## src/rtl/univ_counter_ctrl_pkg.sv

```systemverilog
// Shared types and helpers for the counter control sequencer.
// Holds the FSM state encoding and the prescaler width rule.
package univ_counter_ctrl_pkg;

    typedef enum logic [1:0] {
        IDLE  = 2'd0,
        LOAD  = 2'd1,
        RUN   = 2'd2,
        PAUSE = 2'd3
    } ctrl_state_t;

    // Width of a counter that spans 0..m-1, never narrower than 1 bit.
    function automatic int prescale_width(input int m);
        return (m > 1) ? $clog2(m) : 1;
    endfunction

endpackage

```

## src/rtl/univ_counter_ctrl_prescale_tick_gen.sv

```systemverilog
// Prescaler for the counter sequencer: counts 0..M-1 while run is high.
// tick is an ungated decode of the last count; the caller qualifies it.
module prescale_tick_gen
    import univ_counter_ctrl_pkg::*;
#(
    parameter int M = 4
) (
    input  logic clk,
    input  logic reset,
    input  logic clr,
    input  logic run,
    output logic tick
);

    localparam int W = prescale_width(M);
    localparam logic [W-1:0] LAST = W'(M - 1);

    logic [W-1:0] r_p;

    // Prescale count: clear wins, otherwise step and wrap while running.
    always_ff @(posedge clk or posedge reset) begin
        if (reset) begin
            r_p <= '0;
        end else if (clr) begin
            r_p <= '0;
        end else if (run) begin
            r_p <= (r_p == LAST) ? '0 : r_p + 1'b1;
        end
    end

    assign tick = (r_p == LAST);

endmodule

```

## src/rtl/univ_counter_ctrl.sv

```systemverilog
// Control sequencer driving a universal binary counter.
// Turns start/stop/clr commands into paced one-cycle counter strobes.
module univ_counter_ctrl
    import univ_counter_ctrl_pkg::*;
#(
    parameter int N        = 8,
    parameter int PRESCALE = 4
) (
    input  logic         clk,
    input  logic         reset,
    input  logic         start,
    input  logic         stop,
    input  logic         clr,
    input  logic         dir_up,
    input  logic         auto_reload,
    input  logic [N-1:0] preset,
    input  logic         max_tick,
    input  logic         min_tick,
    output logic         syn_clr,
    output logic         load,
    output logic         en,
    output logic         up,
    output logic [N-1:0] d,
    output logic         busy,
    output logic         done
);

    ctrl_state_t r_state;
    logic        r_dir;
    logic [N-1:0] r_preset;

    logic w_tick_raw;
    logic w_act;
    logic w_tick;
    logic w_term;
    logic w_p_clr;
    logic w_p_run;

    // The prescaler advances in the stop cycle too, so a resume
    // picks up exactly where the run left off.
    assign w_p_clr = (r_state == LOAD) | clr;
    assign w_p_run = (r_state == RUN) & ~clr;

    prescale_tick_gen #(
        .M(PRESCALE)
    ) u_tick (
        .clk  (clk),
        .reset(reset),
        .clr  (w_p_clr),
        .run  (w_p_run),
        .tick (w_tick_raw)
    );

    assign w_act  = (r_state == RUN) & ~clr & ~stop;
    assign w_tick = w_act & w_tick_raw;
    assign w_term = r_dir ? max_tick : min_tick;

    assign syn_clr = clr;
    assign load    = ((r_state == LOAD) & ~clr)
                   | (w_tick & w_term & auto_reload);
    assign en      = w_tick & ~w_term;
    assign done    = w_tick & w_term;
    assign up      = r_dir;
    assign d       = r_preset;
    assign busy    = (r_state != IDLE);

    // Sequencer FSM with preset/direction latches; clr > stop > start.
    always_ff @(posedge clk or posedge reset) begin
        if (reset) begin
            r_state  <= IDLE;
            r_dir    <= 1'b0;
            r_preset <= '0;
        end else begin
            unique case (r_state)
                IDLE: begin
                    if (!clr && !stop && start) begin
                        r_preset <= preset;
                        r_dir    <= dir_up;
                        r_state  <= LOAD;
                    end
                end
                LOAD: begin
                    r_state <= clr ? IDLE : RUN;
                end
                RUN: begin
                    if (clr) begin
                        r_state <= IDLE;
                    end else if (stop) begin
                        r_state <= PAUSE;
                    end else if (w_tick && w_term && !auto_reload) begin
                        r_state <= IDLE;
                    end
                end
                PAUSE: begin
                    if (clr) begin
                        r_state <= IDLE;
                    end else if (start && !stop) begin
                        r_state <= RUN;
                    end
                end
                default: r_state <= IDLE;
            endcase
        end
    end

endmodule

```

## config.mk

```make
export PLATFORM = sky130hd
export DESIGN_NAME = univ_counter_ctrl
export DESIGN_NICKNAME = d
export VERILOG_FILES = /design/src/rtl/univ_counter_ctrl_pkg.sv /design/src/rtl/univ_counter_ctrl_prescale_tick_gen.sv /design/src/rtl/univ_counter_ctrl.sv
export SDC_FILE = /design/constraint.sdc
export NUM_CORES = 1
export LEC_CHECK = 0
export ABC_CLOCK_PERIOD_IN_PS = 1780
export CAP_MARGIN = 5
export CORE_ASPECT_RATIO = 0.8
export CORE_MARGIN = 2
export CORE_UTILIZATION = 25
export DETAILED_ROUTE_END_ITERATION = 16
export DONT_BUFFER_PORTS = 1
export GPL_TIMING_DRIVEN = 0
export SYNTH_ARGS = -nofsm -noshare
export SYNTH_HDL_FRONTEND = slang
export SYNTH_SLANG_ARGS = --single-unit
```

## constraint.sdc

```tcl
create_clock -name clk -period 1.78 [get_ports clk]
set_input_delay 0 -clock clk [delete_from_list [all_inputs] [get_ports clk]]
set_output_delay 0 -clock clk [all_outputs]
set_load 0.05 [all_outputs]
```

==> results.yml <==
power_and_ir_drop:
  p_total_uw: 969
  ir_drop_mv: 0.437
  cellPowerDensity_nw_per_um2: 1060
  p_leak_nw: 0.413
placement:
  dp_hpwl_um: 917
  gp_congestion: 0.745
  portBuffers: 0
  place_inst: 90
route:
  wl_met2_um: 716
  drtPass1Iterations: 4
  via_count: 481
  ant_nets: 0
  routed_via_density: 4.45
  wl_per_cell_um: 13.4
  drt_wl_total_mm: 1.44
  drc_errors: 0
  drt_iter0_drc: 4
  met1Wirelength_um: 621
  wl_met3_um: 76
  highest_layer: "met4"
sta:
  final.min_clock_period_ns: 1.65
  setup_viol_count_final: 0
  max_slew_margin: 0.610
  final_max_slew_viol_count: 0
  timing.fmax_mhz: 606
  hold_viol_final: 0
  skew_ns: 0.00307
  worstMarginPinSlew_ns: 0.586
  fin_crit_sh: 0.927
  rsz0062_at_grt: "false"
worst_setup_path:
  critPathMaxFanout: 4
  cp_data_required_time_ns: 1.78
  startpoint_type: "register"
  critical_path_class: "register to output port"
  crit_arrival_ns: 1.65
  setup.worst_path.end_class: "output port"
final_layout:
  areaGrowthSynthToFinish_pct: 33.5
  antenna_cells: 0
  drive_gt1_frac: 0.319
  utilization: 0.362
  final_nets: 91
  fin_cells: 108
  fillers: 267
clocking:
  cts_tree: "built"
  insertion_delay_ns: 0.27
  cts_buffer_depth: 2
  path_clk_slew_ns: 0.08
  clock-sinks: 13
  numCtsBuffers: 3
  cts_setup_buffers: 0
  htreeDepth: 1
  cts-root-buf: "clkbuf_4"
floorplan:
  die-height_um: 50.8
  rows: 16
  io_pins: 31
  dieWidth_um: 62.5
  core_area_sq_um: 2520
  die-area_sq_um: 3180
  initial_core_util: 0.271
grt:
  antenna_found_initial: 0
  grt-ovfl-total: 0
  grt_max_degree: 14
  grt_pass1_wl_mm: 2.41
  grt_pass1_vias: 520
  grt_usage: 0.103
yosys:
  ys.flop_type: "dfrtp_1"
  syn_nets: 72
  yosysTopAreaCellShare: 0.475
  synth_edf_count: 0
  ys_types: 24
  syn-cell-area_sq_um: 684
  yosys.area.top_type: "dfrtp_1"
  seq_area_frac_synth: 0.475
  synth.avg_cell_area_sq_um: 12.7
  yosys_warnings: 0
  syn_inst: 54
  synth-async-reset-ratio: 1.00
  synth-seq-cells: 13
  ys_top_cells_by_area: "dfrtp_1 48%, mux2_4 20%, nand3_4 2.6%, a21oi_1 2.2%, a311oi_2 2.2%"
  synth.most_common_cell: "dfrtp_1"
  synth_common_cells: "13 x dfrtp_1, 9 x mux2_4, 4 x inv_1"
outcome:
  status: "complete, no violations"
job:
  drv_cap: 0
hold_path:
  min_path_type: "input pin to register"
## worst paths after layout
check                      startpoint       endpoint  slack (ns)  cells after the start
max in group asynchronous       reset             up        1.21                      2
hold reg to reg            r_state[1]  u_tick.r_p[0]        0.61                      2
min in group asynchronous       reset           d[0]        0.20                      2
hold / removal                  start           d[1]        0.09                      2
setup / recovery                   up           load        0.13                      3
setup reg to reg           r_state[1]     r_state[0]        0.26                      5
## power breakdown
part	leakage [nW]	switching (mW)	internal, mW
Clock	0.0150	0.0960	0.0867
Combinational	0.238	0.0771	0.121
Sequential	0.160	0.238	0.351
## through the flow
stage,hold slack (ns),TNS [ns],area (sq um),worst slack (ns)
finish,0.0902,0,913,0.130
global route,0.0752,0,913,0.0304
CTS,0.0783,-0.0366,912,-0.0211
detailed placement,-0.0389,0,729,0.00122
global placement,-0.0465,0,729,0.00978
floorplan,-0.123,0,684,0.0668
## repair_timing
action                                  in CTS  in global routing
endpoints found under the hold margin       26                  0
endpoints found under the setup margin       3                  2
hold buffers                                14                  0
resized for setup                            4                  1
gates cloned                                 0                  0
## registers in the layout (all words and copies together), names as in the netlist
register    cells
d               8
u_tick.r_p      2
up              1
r_state         2
## worst max-delay path: stages, from the launching register on
cell and delay, ns:
dfrtp_2 0.53, mux2_2 0.34, nand2_1 0.08, o22ai_2 0.44
## placed cells by master, fill, tap and decap left out, types with 2 or more instances in the layout
| cell | count |
|---|---|
| dfrtp_1 | 12 |
| nor2_4 | 2 |
| inv_1 | 4 |
| nand2_1 | 3 |
| dlygate4sd3_1 | 14 |
| clkbuf_4 | 3 |
| mux2_4 | 9 |
| a21oi_1 | 3 |
| nor2_1 | 2 |
## kinds of logic (layout without fill, tap and decap cells)
family	count (synthesis)	after routing	share of synthesized area
AOI/OAI and AO/OA	7	7	0.0749
adders and majority gates	1	1	0.0183
buffers and inverters	6	24	0.0494
DFF	13	13	0.475
muxes	11	11	0.230
and+or+nand+nor	16	16	0.152
## final cells by class
cell class | count | area, sq um | share of cell area
multi-input cells | 35 | 342 | 0.374
flip-flops and latches | 13 | 327 | 0.358
repair buffers | 14 | 140 | 0.153
well taps | 36 | 45.0 | 0.0493
clock buffers | 4 | 26.3 | 0.0288
plain buffers | 2 | 18.8 | 0.0205
inverters | 4 | 15.0 | 0.0164
## per-layer routing
metal | track usage | vias up
met1 | 0.110 | 234
met3 | 0.0493 | 2
met2 | 0.176 | 18
li1 | - | 227
met4 | 0.0444 | 0
met5 | 0 | -
Power figures use the tool's default switching activity.
